**src/rtl/gearbox_frame_arbiter_pkg.sv**
```systemverilog
// Shared constants and state encoding for the frame-granular gearbox arbiter.
package gb_arb_pkg;

  localparam int BLK_PER_FRAME = 32;
  localparam int DIN_W         = 132;

  typedef enum logic [1:0] {
    IDLE   = 2'd0,
    LOCKED = 2'd1,
    DRAIN  = 2'd2
  } gb_state_e;

endpackage

```
**src/rtl/gearbox_frame_arbiter_rr_pick.sv**
```systemverilog
// Combinational round-robin picker: first set request strictly after `last`,
// wrapping from NUM_REQ-1 back to 0.
module rr_pick #(
  parameter int NUM_REQ = 4,
  parameter int ID_W    = 2
) (
  input  logic [NUM_REQ-1:0] req,
  input  logic [ID_W-1:0]    last,
  output logic               found,
  output logic [ID_W-1:0]    id
);

  logic [ID_W-1:0] idx_s;
  logic            hit_s;

  // Walk all NUM_REQ positions once, starting one past the previous owner.
  always_comb begin
    found = 1'b0;
    id    = '0;
    idx_s = last;
    hit_s = 1'b0;
    for (int k = 0; k < NUM_REQ; k++) begin
      idx_s = (idx_s == ID_W'(NUM_REQ - 1)) ? '0 : idx_s + ID_W'(1);
      hit_s = !found && req[idx_s];
      found = found | hit_s;
      id    = hit_s ? idx_s : id;
    end
  end

endmodule

```
**src/rtl/gearbox_frame_arbiter.sv**
```systemverilog
// Grants the shared 132->128 gearbox to one source per 32-block frame so no
// output word ever mixes two sources; drains across the gearbox pause cycle.
module gearbox_frame_arbiter #(
  parameter int NUM_REQ = 4,
  parameter int ID_W    = 2,
  parameter int DIN_W   = gb_arb_pkg::DIN_W
) (
  input  logic                     clk,
  input  logic                     rst,
  input  logic [NUM_REQ-1:0]       req_valid,
  input  logic [NUM_REQ*DIN_W-1:0] req_data,
  output logic [NUM_REQ-1:0]       req_ready,
  output logic                     gb_din_valid,
  output logic [DIN_W-1:0]         gb_din,
  input  logic                     gb_din_ready,
  output logic                     gnt_active,
  output logic [ID_W-1:0]          gnt_id,
  output logic [4:0]               blk_cnt,
  output logic                     frame_done
);
  import gb_arb_pkg::*;

  gb_state_e       state_r, state_nxt_s;
  logic [4:0]      blk_cnt_r;
  logic [ID_W-1:0] last_gnt_r, gnt_id_r, pick_id_s;
  logic            pick_found_s, accept_s;

  rr_pick #(.NUM_REQ(NUM_REQ), .ID_W(ID_W)) u_rr_pick (
    .req   (req_valid),
    .last  (last_gnt_r),
    .found (pick_found_s),
    .id    (pick_id_s)
  );

  // Next-state and output decode; the owner mux in LOCKED is the only input path.
  always_comb begin
    state_nxt_s  = state_r;
    req_ready    = '0;
    gb_din_valid = 1'b0;
    gb_din       = '0;
    gnt_active   = 1'b0;
    frame_done   = 1'b0;
    accept_s     = 1'b0;
    case (state_r)
      IDLE: begin
        if (pick_found_s) state_nxt_s = LOCKED;
        else              state_nxt_s = IDLE;
      end
      LOCKED: begin
        gnt_active          = 1'b1;
        gb_din              = req_data[int'(gnt_id_r)*DIN_W +: DIN_W];
        gb_din_valid        = req_valid[gnt_id_r];
        req_ready[gnt_id_r] = gb_din_ready;
        accept_s            = req_valid[gnt_id_r] & gb_din_ready;
        // Owner bubbles keep the lock; only the 32nd accept ends the frame.
        if (accept_s && (blk_cnt_r == 5'(BLK_PER_FRAME - 1))) begin
          frame_done  = 1'b1;
          state_nxt_s = DRAIN;
        end else begin
          state_nxt_s = LOCKED;
        end
      end
      DRAIN: begin
        gnt_active = 1'b1;
        if (gb_din_ready) state_nxt_s = IDLE;
        else              state_nxt_s = DRAIN;
      end
      default: state_nxt_s = IDLE;
    endcase
  end

  // State, frame counter and grant bookkeeping.
  always_ff @(posedge clk or posedge rst) begin
    if (rst) begin
      state_r    <= IDLE;
      blk_cnt_r  <= 5'd0;
      last_gnt_r <= ID_W'(NUM_REQ - 1);
      gnt_id_r   <= '0;
    end else begin
      state_r <= state_nxt_s;
      if ((state_r == IDLE) && pick_found_s) gnt_id_r <= pick_id_s;
      if (accept_s) blk_cnt_r <= blk_cnt_r + 5'd1;
      if (frame_done) last_gnt_r <= gnt_id_r;
    end
  end

  assign gnt_id  = gnt_id_r;
  assign blk_cnt = blk_cnt_r;

endmodule

```
**config.mk**
```make
export PLATFORM = sky130hd
export DESIGN_NAME = gearbox_frame_arbiter
export DESIGN_NICKNAME = d
export VERILOG_FILES = /design/src/rtl/gearbox_frame_arbiter_pkg.sv /design/src/rtl/gearbox_frame_arbiter_rr_pick.sv /design/src/rtl/gearbox_frame_arbiter.sv
export SDC_FILE = /design/constraint.sdc
export NUM_CORES = 1
export LEC_CHECK = 0
export CORE_AREA = 5 5 265 267
export DETAILED_ROUTE_END_ITERATION = 10
export DIE_AREA = 0 0 270 272
export PLACE_DENSITY = 0.39
export SYNTH_ARGS = -nofsm -noshare
export SYNTH_HDL_FRONTEND = slang
export SYNTH_SLANG_ARGS = --single-unit
```
**constraint.sdc**
```tcl
create_clock -name clk -period 2.3 [get_ports clk]
set_clock_uncertainty 0.05 [all_clocks]
set_input_delay 0.23 -clock clk [delete_from_list [all_inputs] [get_ports clk]]
set_output_delay 0.23 -clock clk [all_outputs]
set_load 0.05 [all_outputs]
```
=== Word-level counts from Yosys, hierarchy flattened ===
Cells that the tools add are included.

* Multipliers: 1
* Bitwise gates (word level): 5
* Muxes and demuxes: 31
* Reduce and logical (&&, ||, !) cells: 11
* Eq/ne operators: 7
* Add/subtract/negate cells: 5
* Shift-type cells: 1
* Order comparisons: 6

{| class="wikitable"
|+ Operator list
! kind !! count
|-
| $shiftx A528 B11 Y132 || 1
|-
| $mux W132 || 1
|-
| $mux W2 || 10
|-
| $lt A2 B3 Y1 const B || 5
|-
| $mux W1 || 12
|-
| $bmux W1 S2 || 5
|-
| $eq A2 B2 Y1 const B || 5
|-
| $add A2 B1 Y2 const B || 4
|-
| $mul A2 B6 Y8 const B || 1
|-
| $logic_and A1 B1 Y1 || 6
|-
| $pmux W2 S3 || 1
|-
| $add A5 B1 Y5 const B || 1
|-
| $eq A5 B5 Y1 const B || 1
|-
| $and A4 B4 Y4 || 1
|-
| $mux W4 || 1
|-
| $logic_not A1 Y1 || 3
|-
| $or A1 B1 Y1 || 3
|-
| $demux W1 S2 || 1
|-
| $eq A2 B1 Y1 const B || 1
|-
| $ge A2 B1 Y1 const B || 1
|-
| $logic_not A2 Y1 || 1
|-
| $reduce_or A2 Y1 || 1
|-
| $and A1 B1 Y1 || 1
|}

* Output and inout port bits: 146
* Flip-flop bits (word level): 11
* Input port bits: 535
* Logic and storage cells: 71

=== Longest topological paths before layout ===
Gate-level depths: netlist (run 1).

* Depth in word-level cells: 16
* Gate-level depth with buffers: 7
* Mapped depth without buffers: 6

=== Modules after synthesis ===
Synthesis (run 1) repeated with hierarchy kept, for this count alone.

* Cells, all modules: 376
* Area total of the unflattened synthesis: 4809.6 µm²

{| class="wikitable"
|+ Modules (own cells, without submodules)
! module !! cells each !! instances !! area each (µm²) !! sequential area each (µm²)
|-
| gearbox_frame_arbiter || 362 || 1 || 4702.0 || 277.8
|-
| rr_pick || 14 || 1 || 107.6 || 0.0
|}

=== Worst setup path after synthesis (run 1) ===
Ideal clock, no wire load.

* Kind: reg-to-output
* From: reg gnt_id_r[0] (netlist: gnt_id[0])
* To: out gb_din_valid
* Slack: -71 ps
* Data arrival time: 2091 ps
* Data required time: 2020 ps
* Stages on the path, launching flop included: 5
* Cell sequence: dfrtp_1 buf_4 buf_6 mux2_2 nor2_1

* Longest elaborated chain between the ends: 3

{| class="wikitable"
|+ RTL lines
! item !! line !! text
|-
| start, declared || gearbox_frame_arbiter.sv:25 || <nowiki>logic [ID_W-1:0] last_gnt_r, gnt_id_r, pick_id_s;</nowiki>
|-
| start signal, assigned || gearbox_frame_arbiter.sv:81 || <nowiki>if ((state_r == IDLE) && pick_found_s) gnt_id_r <= pick_id_s;</nowiki>
|-
| $bmux W1 S2 || gearbox_frame_arbiter.sv:52 || <nowiki>gb_din_valid = req_valid[gnt_id_r];</nowiki>
|-
| $mux W1 (not written as such) || gearbox_frame_arbiter.sv:52 ||
|-
| $mux W1 || gearbox_frame_arbiter.sv:44 || <nowiki>case (state_r)</nowiki>
|-
| end, declared || gearbox_frame_arbiter.sv:13 || <nowiki>output logic gb_din_valid,</nowiki>
|}

Every way passes these cells. The select of a mux whose other input is x is not followed.

=== Worst setup path after layout (run 1) ===
* From: reg gnt_id_r[0] (netlist: gnt_id[0])
* To: out gb_din[45]

* Longest elaborated chain between the ends: 3

{| class="wikitable"
|+ RTL lines
! item !! line !! text
|-
| $mul A2 B6 Y8 || gearbox_frame_arbiter.sv:51 || <nowiki>gb_din = req_data[int'(gnt_id_r)*DIN_W +: DIN_W];</nowiki>
|-
| $shiftx A528 B11 Y132 || gearbox_frame_arbiter.sv:51 ||
|-
| $mux W132 || gearbox_frame_arbiter.sv:44 ||
|-
| end, declared || gearbox_frame_arbiter.sv:14 || <nowiki>output logic [DIN_W-1:0] gb_din,</nowiki>
|}

Every way passes these cells.

==> qor.csv, run 1 <==
stage,metric,value,unit
outcome,status,"finished, final reports clean",
cts,Clock transition at path regs,0.04,ns
synth,synthesized instance count,380,
setup_path,CP startpoint kind,flop,
worst_hold_path,Hold Path Class,input port to async pin,
setup_path,CP endpoint kind,output pin,
cts,later-pin clock latency in the skew report,0.24,ns
timing,RSZ-0062 raised after global routing,yes,
setup_path,critical path type,flop to output pin,
placement,number of buffers added on ports,680,
pwr,maximum VDD drop,0.771,mV
die,Initial Util,7.13,%
timing,Slew headroom,64.4,%
global_routing,first-pass GRT wire length,59100,um
pwr,Static Leak,4.66,nW
timing,pins over their slew limit,0,
setup_path,reg2reg end,blk_cnt[1]$_DFFE_PP0P_,
synth,"Seq/Total Area, Yosys",5.74,%
detailed_routing,via count,6553,
setup_path,critical path launch point,gnt_id[0]$_DFFE_PP0P_,
synth,Mapped Area,0.00484,mm^2
placement,Placer Congestion,0.893,
placement,Final HPWL DP,37800,um
detailed_routing,WL/cell,22.4,um
synth,Syn Area/Cell,12.7,um^2
detailed_routing,post-route ant nets,0,
die,row count,96,
global_routing,pin count of the biggest net entering global routing,66,
setup_path,critical path peak fanout,17,
die,die area,0.0734,mm^2
die,Ports,681,
die,Core ar.,0.0679,mm^2
setup_path,CP arrival,2.00,ns
final_layout,footprint of the multi-input gates,0.00430,mm^2
timing,Worst-Margin Slew,0.533,ns
setup_path,Required @ worst endpoint,2.02,ns
synth,ys async rst share,100,%
final_layout,Layout Cells excl Fill,1940,
job,max-cap viol count,0,
global_routing,initial antenna violation count,16,
final_layout,layout net count,1596,
global_routing,total gr overflow,0,
cts,CTS tree,built,
pwr,PD cells,1450,mW/mm^2
final_layout,Layout Utilization,19.2,%
cts,CTS root buf,clkbuf_16,
detailed_routing,# DRC,0,
synth,Yosys warnings,0,
detailed_routing,via/cell ratio,3.38,
detailed_routing,Detailed Route WL,43500,um
timing,final worst path period share,99.1,%
die,Die Ht,272,um
placement,Inst Count DP,1924,
final_layout,share of layout cells above drive strength 1,32.5,%
synth,"Net Count, Synth",922,
global_routing,GRT Total Usage,10.9,%
detailed_routing,TritonRoute pass-1 iters,4,
setup_path,Worst R2R Start,state_r[1]$_DFF_PP0_,
synth,"EDFF count, synth",0,
detailed_routing,DR iter-0 viols,249,
cts,Longest Clk Path Bufs,2,
global_routing,vias in the first global route,7181,
synth,Seq cells post-synth,11,
cts,TritonCTS Buffers,3,
die,die width,270,um
final_layout,sequential cell area,285,um^2
final_layout,P&R area growth vs syn,169,%
synth,predominant post-synthesis flop cell,dfrtp_1,
timing,fmax,439,MHz
timing,fin crit period,2.28,ns
setup_path,Worst R2R Setup Slack,0.43,ns
timing,final setup fails,0,
cts,Post-CTS Hold Fix Bufs,0,
cts,CTS sink cnt,11,
final_layout,fill count,7421,
synth,library cells used by synthesis,36,
timing,Fin. Hold Viols,0,
setup_path,reg2reg path depth,6,
cts,H-tree depth,1,
==> cell type report <==
type | count | area share, %
clock buffer | 4 | 0.605
tap | 882 | 8.47
multi-input combinational | 317 | 33.0
timing repair buffer | 714 | 55.5
sequential | 11 | 2.19
antenna | 5 | 0.0960
inverter | 7 | 0.202
==> worst max path at each step <==
stage	cells past startpoint	slack, ns	endpoint
floorplan	4	0.09	gb_din[100]
global placement	5	0.18	gb_din[31]
detailed placement	5	0.18	gb_din[31]
CTS	5	-0.02	gb_din[89]
global route	5	-0.04	gb_din[89]
finish	4	0.02	gb_din[45]
==> what timing repair did <==
item | in CTS | in global routing
gates resized for setup | 11 | 42
setup endpoints to repair | 82 | 64
gates cloned | 2 | 0
buffers inserted | 2 | 3
==> state kept, by name, summed over array words and instances (netlist names) <==
| name | cells |
|---|---|
| blk_cnt | 5 |
| gnt_id | 2 |
| last_gnt_r | 2 |
| state_r | 2 |
==> through the flow <==
stage | instance area, um^2 | hold WS, ns | TNS (ns) | power (mW) | setup WS (ns)
4_1_cts | 12900 | 0.283 | -0.0368 | 18.8 | -0.0234
2_1_floorplan | 4840 | 0.0310 | 0 | 11.8 | 0.0933
5_1_grt | 13000 | 0.310 | -0.461 | 19.8 | -0.0378
6_report | 13000 | 0.264 | 0 | 18.9 | 0.0201
3_5_place_dp | 12700 | 0.454 | 0 | 18.0 | 0.178
3_3_place_gp | 12700 | 0.453 | 0 | 18.1 | 0.183
==> cells in the final DEF, fill, tap and decap left out, drive strengths merged <==
master           n
diode            5
or2              1
o221ai           1
mux2i            3
nand3b           2
dfrtp            9
nand4            1
o41ai            1
mux4           132
xnor2            2
xor2             1
and2           132
ha               7
bufbuf           1
and3             1
mux2             5
nand2            5
nand2b           2
a21oi            3
nor2             6
a2bb2oi          1
buf            173
clkbuf           5
dfstp            2
a21boi           1
o22ai            2
nor4b            2
o211ai           1
nand3            1
clkdlybuf4s50  539
nor3             1
inv              7
o21ai            3
==> where the power goes <==
group / total (mW) / internal [mW] / switching (mW) / leakage, nW
clock network: 0.317 / 0.233 / 0.0844 / 0.0382
registers: 0.379 / 0.279 / 0.0998 / 0.127
logic: 18.2 / 7.46 / 10.7 / 4.50
==> synth_stat cells, types with 2 or more instances <==
cell type	instances	area [um^2]
inv_1	7	26.3
and2_1	132	826
mux2_1	2	22.5
nand2_1	4	15.0
buf_2	16	80.1
nor2_1	6	22.5
dfstp_2	2	52.6
ha_1	7	87.6
xnor2_1	2	17.5
clkbuf_1	14	52.6
nand2b_1	2	12.5
mux2i_1	3	30.0
mux2_2	3	33.8
buf_4	2	15.0
a21oi_1	3	15.0
mux4_2	132	2970
nor4b_1	2	17.5
buf_6	13	146
dfrtp_1	9	225
o21ai_0	3	15.0
==> layer usage <==
layer  GRT usage (%)  up-vias  wire (um)  share of wire (%)
met4           0.854        6        312               0.72
met1            13.7     3270      18000                 41
li1                -     2886          -                  -
met5               0        -         33              0.076
met3            3.79       18       3710                8.5
met2            19.0      373      21400                 49
==> critical path: stages (launching register included) <==
cell and delay [ns]:
dfrtp_4 0.45, bufbuf_16 0.35, mux4_2 0.51, and2_1 0.22, buf_4 0.21
==> logic make-up (layout without fill, tap and decap cells) <==
logic type	after synthesis	after routing	share of synthesized area, %
compound gates	13	13	2.17
simple gates	154	154	19.9
other cells	0	5	0
xor+xnor	3	3	0.543
mux	140	140	63.2
fa+ha+maj	7	7	1.81
buf+inv	52	725	6.62
flops	11	11	5.74
Note: power is estimated with default switching activity, not from simulation.
==> inputs of run 2 (changes only) <==
--- a/config.mk
+++ b/config.mk
@@ -5,10 +5,11 @@
 export SDC_FILE = /design/constraint.sdc
 export NUM_CORES = 1
 export LEC_CHECK = 0
+export ABC_AREA = 1
 export CORE_AREA = 5 5 265 267
 export DETAILED_ROUTE_END_ITERATION = 10
 export DIE_AREA = 0 0 270 272
-export PLACE_DENSITY = 0.39
+export PLACE_DENSITY = 0.38
 export SYNTH_ARGS = -nofsm -noshare
 export SYNTH_HDL_FRONTEND = slang
 export SYNTH_SLANG_ARGS = --single-unit
==> run 2 against run 1 <==
Cell area is 13% higher. Synthesized area is 21% lower. Critical path type unchanged. Utilization rose by 2.4 points. Largest power group unchanged. Worst setup slack better by 0.061 ns.
==> qor.csv, run 2 <==
stage,metric,value,unit,change
placement,number of buffers added on ports,680,,unchanged
global_routing,pin count of the biggest net entering global routing,65,,was 66
setup_path,Critical Path Slowest Stage Cell,dfrtp_2,,was mux4_2
final_layout,fill count,7361,,was 7421
detailed_routing,TritonRoute pass-1 iters,5,,was 4
detailed_routing,WL/cell,26.2,um,was 22.4 um
die,Core ar.,0.0679,mm^2,unchanged
synth,mux contribution to synthesized area,0,%,was 63.2%
detailed_routing,# DRC,0,,unchanged
detailed_routing,metal2 WL,28600,um,was 21400 um
global_routing,total gr overflow,0,,unchanged
pwr,Sw Ratio,51.5,%,was 57.8%
setup_path,largest stage delay on the critical path,0.46,ns,was 0.51 ns
synth,leading area contributor after synthesis,a22oi_1,,was mux4_2
synth,Post-synth top cells,"264 x a22oi_1, 136 x a21oi_1, 53 x nand2_1, 37 x buf_2, 34 x clkbuf_1",,"was 132 x and2_1, 132 x mux4_2, 16 x buf_2, 14 x clkbuf_1, 13 x buf_6"
cts,later-pin clock latency in the skew report,0.24,ns,about the same
synth,"EDFF count, synth",0,,unchanged
global_routing,GRT Total Usage,14.4,%,was 10.9%
outcome,status,"finished, final reports clean",,unchanged
cts,CTS root buf,clkbuf_16,,unchanged
pwr,PD cells,744,mW/mm^2,was 1450 mW/mm^2
timing,WHS,0.248,ns,was 0.264 ns
pwr,Combinational Power Share,94.3,%,was 96.3%
pwr,power share of the clock group,3.0,%,was 1.7%
timing,RSZ-0062 raised after global routing,yes,,unchanged
detailed_routing,top routing layer used,met5,,unchanged
synth,largest family of logic cells by synthesized area,compound AO/OA/AOI/OAI gates,,was multiplexers
die,Ports,681,,unchanged
final_layout,P&R area growth vs syn,283,%,was 169%
pwr,P_int,5.29,mW,was 7.97 mW
job,max-cap viol count,0,,unchanged
synth,biggest area contributors in the synthesized netlist,"a22oi_1 52%, a21oi_1 18%, dfrtp_1 5.9%",,"was mux4_2 61%, and2_1 17%, dfrtp_1 4.7%"
setup_path,critical path peak fanout,31,,was 17
timing,Worst-Margin Slew,0.521,ns,was 0.533 ns
setup_path,CP arrival,1.94,ns,was 2.00 ns
setup_path,cells along the critical path,inv_4 > nand2_2 > inv_6 > buf_16 > buf_12 > a22oi_1 > a21oi_4 > buf_12,,was bufbuf_16 > mux4_2 > and2_1 > buf_4
placement,Inst Count DP,2149,,was 1924
detailed_routing,WL met3,5690,um,was 3710 um
final_layout,layout net count,1815,,was 1596
synth,Yosys warnings,0,,unchanged
setup_path,Required @ worst endpoint,2.02,ns,about the same
die,Die Ht,272,um,unchanged
die,die area,0.0734,mm^2,unchanged
timing,Slew headroom,65.2,%,was 64.4%
synth,Yosys top cell area share,51.7,%,was 61.5%
die,Initial Util,5.65,%,was 7.13%
cts,Longest Clk Path Bufs,2,,unchanged
final_layout,Layout Cells excl Fill,2162,,was 1940
cts,Post-CTS Hold Fix Bufs,0,,unchanged
synth,library cells used by synthesis,22,,was 36
worst_hold_path,Hold Path Class,input port to async pin,,unchanged
timing,final setup fails,0,,unchanged
cts,Clock transition at path regs,0.04,ns,about the same
placement,Placer Congestion,0.843,,was 0.893
setup_path,critical path type,flop to output pin,,unchanged
pwr,Static Leak,5.11,nW,was 4.66 nW
synth,synthesized instance count,601,,was 380
pwr,NetSw,5.63,mW,was 10.9 mW
setup_path,CP endpoint kind,output pin,,unchanged
final_layout,share of layout cells above drive strength 1,27.7,%,was 32.5%
timing,fmax,451,MHz,was 439 MHz
die,die width,270,um,unchanged
timing,final worst path period share,96.5,%,was 99.1%
synth,"Seq/Total Area, Yosys",7.25,%,was 5.74%
detailed_routing,detailed-routing wirelength on met1,21700,um,was 18000 um
cts,H-tree depth,1,,unchanged
final_layout,"commonest non-fill, non-tap cell in the layout",clkdlybuf4s50_1,,unchanged
pwr,maximum VDD drop,0.465,mV,was 0.771 mV
detailed_routing,post-route ant nets,0,,unchanged
synth,adder-cell area share of the yosys netlist,2.28,%,was 1.81%
synth,Syn Area/Cell,6.38,um^2,was 12.7 um^2
synth,"Net Count, Synth",1143,,was 922
timing,fin crit period,2.22,ns,was 2.28 ns
cts,TritonCTS Buffers,3,,unchanged
synth,post-synthesis compound-gate area fraction,70.6,%,was 2.17%
timing,pins over their slew limit,0,,unchanged
die,row count,96,,unchanged
synth,Seq cells post-synth,11,,unchanged
detailed_routing,Detailed Route WL,56700,um,was 43500 um
detailed_routing,via/cell ratio,3.84,,was 3.38
cts,CTS sink cnt,11,,unchanged
setup_path,CP startpoint kind,flop,,unchanged
synth,top-count cell post-synth,a22oi_1,,
cts,CTS tree,built,,unchanged
global_routing,first-pass GRT wire length,76000,um,was 59100 um
synth,predominant post-synthesis flop cell,dfrtp_1,,unchanged
detailed_routing,via count,8310,,was 6553
detailed_routing,DR iter-0 viols,539,,was 249
synth,ys async rst share,100,%,unchanged
global_routing,vias in the first global route,8970,,was 7181
placement,Final HPWL DP,50400,um,was 37800 um
pwr,sequential power share,2.8,%,was 2.0%
synth,Post-Synth XOR/XNOR Area,0.685,%,was 0.543%
final_layout,highest-count cells in the layout ignoring fill and taps,"542 x clkdlybuf4s50_1, 258 x a22oi_1, 148 x buf_12",,"was 539 x clkdlybuf4s50_1, 132 x mux4_2, 115 x and2_1, 115 x buf_4, 30 x buf_6"
synth,Synth Area in Simple Gates,9.01,%,was 19.9%
timing,Fin. Hold Viols,0,,unchanged
final_layout,Largest register FFs,5,,unchanged
synth,Mapped Area,0.00383,mm^2,was 0.00484 mm^2
global_routing,initial antenna violation count,31,,was 16
setup_path,cell mode on critical path,buf_12,,
run 2: cell types whose count changed after synthesis, sizes merged, moves of 6 or more:
cell    before  now
a22oi        0  264
a21oi        3  136
and2       132    0
mux4       132    0
nand2        5   53
clkbuf      14   34
inv          7   21
nand3        1   10
buf         31   37
run 2: repair_timing:
| action | in CTS | in global routing |
|---|---|---|
| resized for setup | 3 | 9 |
| setup endpoints to repair | 80 | 68 |
| pin swaps | 0 | 3 |
| hold endpoints to repair | 0 | 0 |
| buffers inserted | 0 | 1 |
run 2: layout make-up:
type,instances,area (um^2),share of cell area (%)
sequential,11,280,1.91
clock buffer,4,78.8,0.537
antenna,8,20.0,0.136
inverter,21,98.8,0.673
tap,882,1100,7.52
multi-input combinational,498,4300,29.3
timing repair buffer,738,8790,59.9
run 2: power groups by stage:
| stage | clock network [mW] | registers [mW] | logic (mW) |
|---|---|---|---|
| floorplan | 0 | 0.429 | 5.07 |
| global placement | 0 | 0.302 | 10.3 |
| detailed placement | 0 | 0.303 | 10.3 |
| CTS | 0.328 | 0.302 | 10.4 |
| global route | 0.335 | 0.307 | 10.7 |
| finish | 0.323 | 0.304 | 10.3 |
run 2: worst paths after layout:
path                                           startpoint                         to  slack (ns)  depth (start not counted)
worst max-delay path                gnt_id[1]$_DFFE_PP0P_                 gb_din[94]        0.08                          8
min in group clk                last_gnt_r[1]$_DFFE_PP1P_  last_gnt_r[1]$_DFFE_PP1P_        0.45                          2
max in group asynchronous                             rst  last_gnt_r[0]$_DFFE_PP1P_        1.62                          2
worst max register to register  last_gnt_r[0]$_DFFE_PP1P_      gnt_id[1]$_DFFE_PP0P_        0.22                         11
worst min-delay path                                  rst     blk_cnt[4]$_DFFE_PP0P_        0.25                          2
worst min register to register  last_gnt_r[1]$_DFFE_PP1P_  last_gnt_r[1]$_DFFE_PP1P_        0.45                          2
run 2: cells by family (layout without fill, tap and decap cells):
logic type	after synthesis	count (layout)
adders and majority gates	7	7
other	0	8
and+or+nand+nor	80	80
AOI/OAI and AO/OA	408	408
DFF	11	11
buffers and inverters	92	763
xor gates and xnor gates	3	3
run 2: routing by layer:
layer / vias up / track usage [%]
met5: - / 0
met4: 6 / 1.75
met3: 63 / 5.57
met2: 548 / 26.5
met1: 3922 / 16.3
li1: 3771 / -
run 2: through the flow:
| stage | cell area [um^2] | setup slack, ns | TNS, ns | util (%) | power, mW |
|---|---|---|---|---|---|
| final | 14700 | 0.0812 | 0 | 21.6 | 10.9 |
| after global routing | 14700 | -0.00367 | -0.00596 | 21.6 | 11.4 |
| after CTS | 14600 | 0.00218 | 0 | 21.5 | 11.0 |
| after detailed placement | 14500 | 0.149 | 0 | 21.4 | 10.6 |
| after global placement | 14500 | 0.152 | 0 | 21.4 | 10.6 |
| after floorplan | 4940 | -0.0129 | -0.0129 | - | 5.50 |
run 2: critical path, delay by kind of cell, from the launching register on:
kind	cells	cell delay, ns
AOI/OAI and AO/OA	2	0.31
buffers and inverters	5	0.77
DFF	1	0.46
and+or+nand+nor	1	0.10
